File: src/rtl/serializer_pkg.sv
// Shared state encoding and sizing helpers for the flit serializer.
// The PARITY state exists only when SERIALIZER_PARITY_EN is defined.
package serializer_pkg;

`ifdef SERIALIZER_PARITY_EN
   typedef enum logic [1:0] {IDLE, SHIFT, PARITY} state_t;
`else
   typedef enum logic [1:0] {IDLE, SHIFT} state_t;
`endif

   function automatic int beatCount(input int inWidth, input int outWidth, input bit parityEn);
      return (inWidth / outWidth) + (parityEn ? 1 : 0);
   endfunction

   function automatic int counterWidth(input int inWidth, input int outWidth);
      return $clog2((inWidth / outWidth) + 2);
   endfunction

endpackage

File: src/rtl/param_piso_shift_register.sv
// Parallel-in, serial-out shift register: load has priority over shift,
// and the outgoing beat is taken from the MSB or LSB end depending on MSB_FIRST.
module param_piso_shift_register #(
   parameter int IN_WIDTH  = 32,
   parameter int OUT_WIDTH = 4,
   parameter bit MSB_FIRST = 1'b1
) (
   input  logic                 clk,
   input  logic                 reset,
   input  logic                 load_i,
   input  logic                 shift_i,
   input  logic [IN_WIDTH-1:0]  data_i,
   output logic [OUT_WIDTH-1:0] beat_o
);

   logic [IN_WIDTH-1:0] shreg_q, shreg_d;

   always_comb begin
      shreg_d = shreg_q;
      if (load_i) begin
         shreg_d = data_i;
      end else if (shift_i) begin
         shreg_d = MSB_FIRST ? (shreg_q << OUT_WIDTH) : (shreg_q >> OUT_WIDTH);
      end
   end

   always_ff @(posedge clk) begin
      if (!reset) begin
         shreg_q <= '0;
      end else begin
         shreg_q <= shreg_d;
      end
   end

   assign beat_o = MSB_FIRST ? shreg_q[IN_WIDTH-1 -: OUT_WIDTH] : shreg_q[OUT_WIDTH-1:0];

endmodule

File: src/rtl/flit_serializer.sv
// Pops words from a show-ahead FIFO and emits them as OUT_WIDTH beats with
// valid/ready handshaking; SERIALIZER_PARITY_EN appends an XOR parity beat.
module flit_serializer
   import serializer_pkg::*;
#(
   parameter int IN_WIDTH  = 32,
   parameter int OUT_WIDTH = 4,
   parameter bit MSB_FIRST = 1'b1
) (
   input  logic                 clk,
   input  logic                 reset,
   input  logic                 fifo_empty,
   input  logic [IN_WIDTH-1:0]  data_in,
   output logic                 read_fifo,
   output logic [OUT_WIDTH-1:0] data_out,
   output logic                 data_valid,
   input  logic                 data_ready,
   output logic                 data_last,
   output logic                 serializer_idle
);

   localparam int NBEATS = beatCount(IN_WIDTH, OUT_WIDTH, 1'b0);
   localparam int CW     = counterWidth(IN_WIDTH, OUT_WIDTH);
   localparam logic [CW-1:0] LAST_DATA = CW'(NBEATS - 1);

   state_t               state_q, state_d;
   logic [CW-1:0]        count_q, count_d;
   logic [OUT_WIDTH-1:0] beat;
   logic                 transfer;
   logic                 finalBeat;
   logic                 loadWord;
   logic                 shiftEn;

   param_piso_shift_register #(
      .IN_WIDTH  (IN_WIDTH),
      .OUT_WIDTH (OUT_WIDTH),
      .MSB_FIRST (MSB_FIRST)
   ) u_piso (
      .clk     (clk),
      .reset   (reset),
      .load_i  (loadWord),
      .shift_i (shiftEn),
      .data_i  (data_in),
      .beat_o  (beat)
   );

   assign data_valid      = (state_q != IDLE);
   assign serializer_idle = (state_q == IDLE);
   assign transfer        = data_valid && data_ready;
`ifdef SERIALIZER_PARITY_EN
   assign finalBeat = (state_q == PARITY);
`else
   assign finalBeat = (state_q == SHIFT) && (count_q == LAST_DATA);
`endif
   assign data_last = finalBeat;
   // Gating with reset keeps the FIFO untouched while reset is held.
   assign loadWord  = reset && !fifo_empty && ((state_q == IDLE) || (transfer && finalBeat));
   assign read_fifo = loadWord;
   assign shiftEn   = transfer && (state_q == SHIFT);

`ifdef SERIALIZER_PARITY_EN
   logic [OUT_WIDTH-1:0] parity_q, parity_d;

   always_comb begin
      parity_d = parity_q;
      if (loadWord) begin
         parity_d = '0;
      end else if (shiftEn) begin
         parity_d = parity_q ^ beat;
      end
   end

   always_ff @(posedge clk) begin
      if (!reset) begin
         parity_q <= '0;
      end else begin
         parity_q <= parity_d;
      end
   end

   assign data_out = !data_valid ? '0 : ((state_q == PARITY) ? parity_q : beat);
`else
   assign data_out = data_valid ? beat : '0;
`endif

   always_comb begin
      state_d = state_q;
      count_d = count_q;
      case (state_q)
         IDLE: begin
            if (loadWord) begin
               state_d = SHIFT;
               count_d = '0;
            end
         end
         SHIFT: begin
            if (transfer) begin
               if (count_q == LAST_DATA) begin
`ifdef SERIALIZER_PARITY_EN
                  state_d = PARITY;
`else
                  state_d = loadWord ? SHIFT : IDLE;
`endif
                  count_d = '0;
               end else begin
                  count_d = count_q + CW'(1);
               end
            end
         end
`ifdef SERIALIZER_PARITY_EN
         PARITY: begin
            if (transfer) begin
               state_d = loadWord ? SHIFT : IDLE;
               count_d = '0;
            end
         end
`endif
         default: begin
            state_d = IDLE;
            count_d = '0;
         end
      endcase
   end

   always_ff @(posedge clk) begin
      if (!reset) begin
         state_q <= IDLE;
         count_q <= '0;
      end else begin
         state_q <= state_d;
         count_q <= count_d;
      end
   end

endmodule

File: config.mk
export PLATFORM = sky130hd
export DESIGN_NAME = flit_serializer
export DESIGN_NICKNAME = d
export VERILOG_FILES = /design/src/rtl/serializer_pkg.sv /design/src/rtl/param_piso_shift_register.sv /design/src/rtl/flit_serializer.sv
export SDC_FILE = /design/constraint.sdc
export NUM_CORES = 1
export LEC_CHECK = 0
export ABC_AREA = 1
export CELL_PAD_IN_SITES_DETAIL_PLACEMENT = 1
export CELL_PAD_IN_SITES_GLOBAL_PLACEMENT = 1
export CORE_MARGIN = 3
export CORE_UTILIZATION = 36
export DETAILED_ROUTE_END_ITERATION = 10
export PLACE_DENSITY_LB_ADDON = 0.1
export SETUP_SLACK_MARGIN = 0.15
export SYNTH_ARGS = -nofsm -noshare
export SYNTH_HDL_FRONTEND = slang
export SYNTH_SLANG_ARGS = --single-unit
File: constraint.sdc
create_clock -name clk -period 1.74 [get_ports clk]
set_input_delay 0.348 -clock clk [delete_from_list [all_inputs] [get_ports clk]]
set_output_delay 0.348 -clock clk [all_outputs]
set_load 0.02 [all_outputs]
==> summary.md <==
| Metric | Value |
|---|---|
| Launching element of the worst setup path | `count_q[1]` |
| Initial antenna violation count | `0` |
| Count of different cell masters after synthesis | `22` |
| Cells along the critical path | `ha_4 > nand3_4 > nand2_2 > nand3_1 > inv_1 > buf_6` |
| Horizontal extent of the die | `slightly above 80 um` |
| Synth Area in Adders | `0.5862%` |
| Number of max-slew violations in the final report | `0` |
| Yosys top cell area share | `between 30% and 40%` |
| Initial standard-cell utilization of the core | `38.06%` |
| TritonCTS buffer count | `5` |
| Sink Count | `37` |
| Accumulated negative setup slack | `0 ns` |
| Placed wire-length estimate | `4.174 mm` |
| Worst slew slack as a fraction of its limit | `75.74%` |
| Element type at the critical path end | `output port` |
| M3 GR Usage | `5.060%` |
| Mean instance size in the synthesized netlist | `6.629 um2` |
| DR vias/cell | `between 5 and 6` |
| Worst clock skew | `about 0.0044 ns` |
| Setup CP Type | `reg -> out` |
| Number of global-route vias before repair | `around 2,400` |
| Post-synthesis cell area | `2135 um2` |
| Hold Fails Final Rpt | `0` |
| Final Wtd Congestion | `0.7264` |
| Critical path launch point type | `register` |
| Post-route DRC | `0` |
| Clock Latency Late Sink | `between 0.2 and 0.3 ns` |
| Total I/O pin count | `44` |
| RSZ-0062 raised after global routing | `true` |
| Dominant register cell in the synthesized netlist | `dfxtp_1` |
| Non-filler instance count after layout | `between 400 and 500` |
| Busiest metal layer after global routing | `met2` |
| Final worst hold slack | `~0.42 ns` |
| Xor/xnor cell area share of the yosys netlist | `0%` |
| Fraction of met1 tracks used by global routing | `between 20% and 30%` |
| Fin crit period | `1.573 ns` |
| Simple logic cell fraction of the synthesized area | `a little over a third` |
| Min setup slack post-route | `roughly 0.17 ns` |
| Maximum fanout encountered on the critical timing path | `2` |
| DRT Pass-1 Iters | `4` |
| Max Clk Rate | `roughly 640 MHz` |
| Worst VDD drop | `0.3455 mV` |
| Power density normalized to cell area | `710.7 nW/um2` |
| Total number of H-tree levels | `2` |
| Launch point of the worst hold path | `fifo_empty` |
| Area delta synth->final | `35.99%` |
| Post-Synthesis Net Count | `359` |
| TritonCTS clock tree | `yes` |
| Count of endpoints failing setup in the final report | `0` |
| Inserted Diodes | `0` |
| Leak pwr | `1.571 nW` |
| Register clock-pin slew on the reported worst setup and hold paths | `~0.07 ns` |
| Post-Syn Instances | `322` |
| Dominant combinational cell family by area after synthesis | `simple AND/OR/NAND/NOR gates` |
| Post-synth top area cell | `dfxtp_1` |
| Post-synthesis sequential area ratio | `34.70%` |
| Die area | `6889 um2` |
| Global-route wire length before repair | `roughly 11 mm` |
| Share of flip-flops with an asynchronous set or reset | `0%` |
| Drt first-iter violations | `93` |
| Fraction of synthesized area in multiplexers | `0%` |
| Cell Count Post-Placement | `around 440` |
| Cell type of the slowest stage on the worst timing path | `dfxtp_2` |
| Maximum number of pins on one net before global-route repair | `37` |
| CP Data Arrival Time | `1.23 ns` |
| Area of the placeable core | `5608 um2` |
| Clock tree buffer depth | `2` |
| Post-detailed-routing wire length | `between 6 and 7 mm` |
| Kind of path behind the tightest hold check | `in -> reg` |
| Met2 Usage GRT | `approximately 34%` |
| Net count of the finished layout | `411` |
| Warnings, synthesis | `0` |
| Count of vias placed by the detailed router | `2,268` |
| Buffers on Ports | `between 40 and 50` |
| Die height | `roughly 83 um` |
| Core Rows | `27` |
| Result of the run | `finished, final reports clean` |
| Crit Reg-Reg Startpoint | `count_q[1]` |
| Critical path data required time | `1.39 ns` |
| Final critical-path share of the clock period | `90.40%` |
| Final global-route overflow total | `0` |
| Worst-margin pin slew | `0.3640 ns` |
| Number of flops mapped to enable cells by yosys | `0` |
| Number of hold buffers added after CTS | `0` |
| Share of layout cells above drive strength 1 | `15.47%` |
| Clock Root Buffer | `clkbuf_8` |
| Average wire per cell in the routed design | `14.35 um` |
| Ranking of synthesized cells by area | `dfxtp_1 (35%), nand3_1 (15%), inv_1 (12%)` |
| Aggregate global-route resource usage | `19.45%` |
| Worst slack after detailed placement | `-0.3873 ns` |
| Number of synthesized register bits | `37` |
| CP peak stage delay | `0.36 ns` |
| Antenna violation net count after detailed routing | `0` |
| Fraction of the mapped netlist area in compound gates | `about 7.7%` |
| Reported max-cap violation count | `0` |
per-layer routing:
metal / wire (um) / vias up
met1: 2850 / 1061
met3: 320 / 7
met4: 54 / 0
met5: 0 / -
met2: 3188 / 56
li1: - / 1144
stage by stage:
| stage | utilization (%) | cell area (um2) | total power (W) |
|---|---|---|---|
| 6_report | 51.76 | 2903 | 0.002063 |
| 3_3_place_gp | 48.35 | 2711 | 0.001455 |
| 4_1_cts | 51.27 | 2875 | 0.002085 |
| 2_1_floorplan | - | 2135 | 0.001262 |
| 3_5_place_dp | 48.35 | 2711 | 0.001469 |
| 5_1_grt | 51.76 | 2903 | 0.002203 |
logic make-up after synthesis:
group                      after synthesis
and+or+nand+nor                        156
buffers and inverters                   96
DFF                                     37
AOI/OAI and AO/OA                       32
adders and majority gates                1
final timing paths:
kind	slack, ns	depth (start not counted)	end
worst min-delay path	0.42	2	state_q[0]
worst max-delay path	0.17	6	read_fifo
worst min register to register	0.48	2	u_piso.shreg_q[3]
worst max register to register	0.25	10	u_piso.shreg_q[31]
synth_stat cells, types with 2 or more instances:
master,count
buf_6,8
dfxtp_1,37
buf_2,8
nand3_1,66
nand2_4,3
inv_2,2
nand4_1,29
nand2_1,53
inv_1,68
o21ai_0,26
nor2_1,2
clkbuf_1,5
o21ai_1,3
buf_4,4
registers in the layout (all words and copies together) (netlist names):
| register | cells |
|---|---|
| count_q | 4 |
| state_q | 1 |
| u_piso.shreg_q | 32 |
timing repair:
| item | CTS | global route |
|---|---|---|
| pin swaps | 0 | 1 |
| cloned | 1 | 0 |
| endpoints found under the hold margin | 0 | 0 |
| resized for setup | 37 | 15 |
| setup endpoints to repair | 38 | 20 |
| buffers inserted | 0 | 3 |
placed cells by master, fill, tap and decap left out, types with 2 or more instances in the layout:
master,instances
inv_1,67
nand3_1,65
nand2_1,51
dfxtp_1,34
clkdlybuf4s50_1,33
nand4_1,29
o21ai_0,25
buf_4,19
clkbuf_8,5
buf_12,5
dlygate4sd2_1,4
buf_2,4
inv_2,3
nand2_2,3
o21ai_1,3
buf_6,3
nand2_8,2
clkinv_2,2
dfxtp_2,2
critical path, delay by kind of cell (launching register included):
| kind | cells | cell delay [ns] |
|---|---|---|
| adders and majority gates | 1 | 0.15 |
| buffers and inverters | 2 | 0.20 |
| DFF | 1 | 0.36 |
| and+or+nand+nor | 3 | 0.23 |
report_power, final:
group	leakage, nW	switching (W)	internal, W
Clock	0.0450	0.000305	0.000278
Combinational	1.22	0.000272	0.000255
Sequential	0.306	0.0000380	0.000916
Total	1.57	0.000614	0.00145
area by class of cell:
class                           instances  area [um2]
Tap cell                               72       90.09
Sequential cell                        37       747.0
Timing Repair Buffer                   70       709.4
Clock inverter                          2       10.01
Clock buffer                            6       72.57
Fill cell                             754        2705
Multi-Input combinational cell        189        1005
Inverter                               71       269.0
Note: power is estimated with default switching activity, not from simulation.
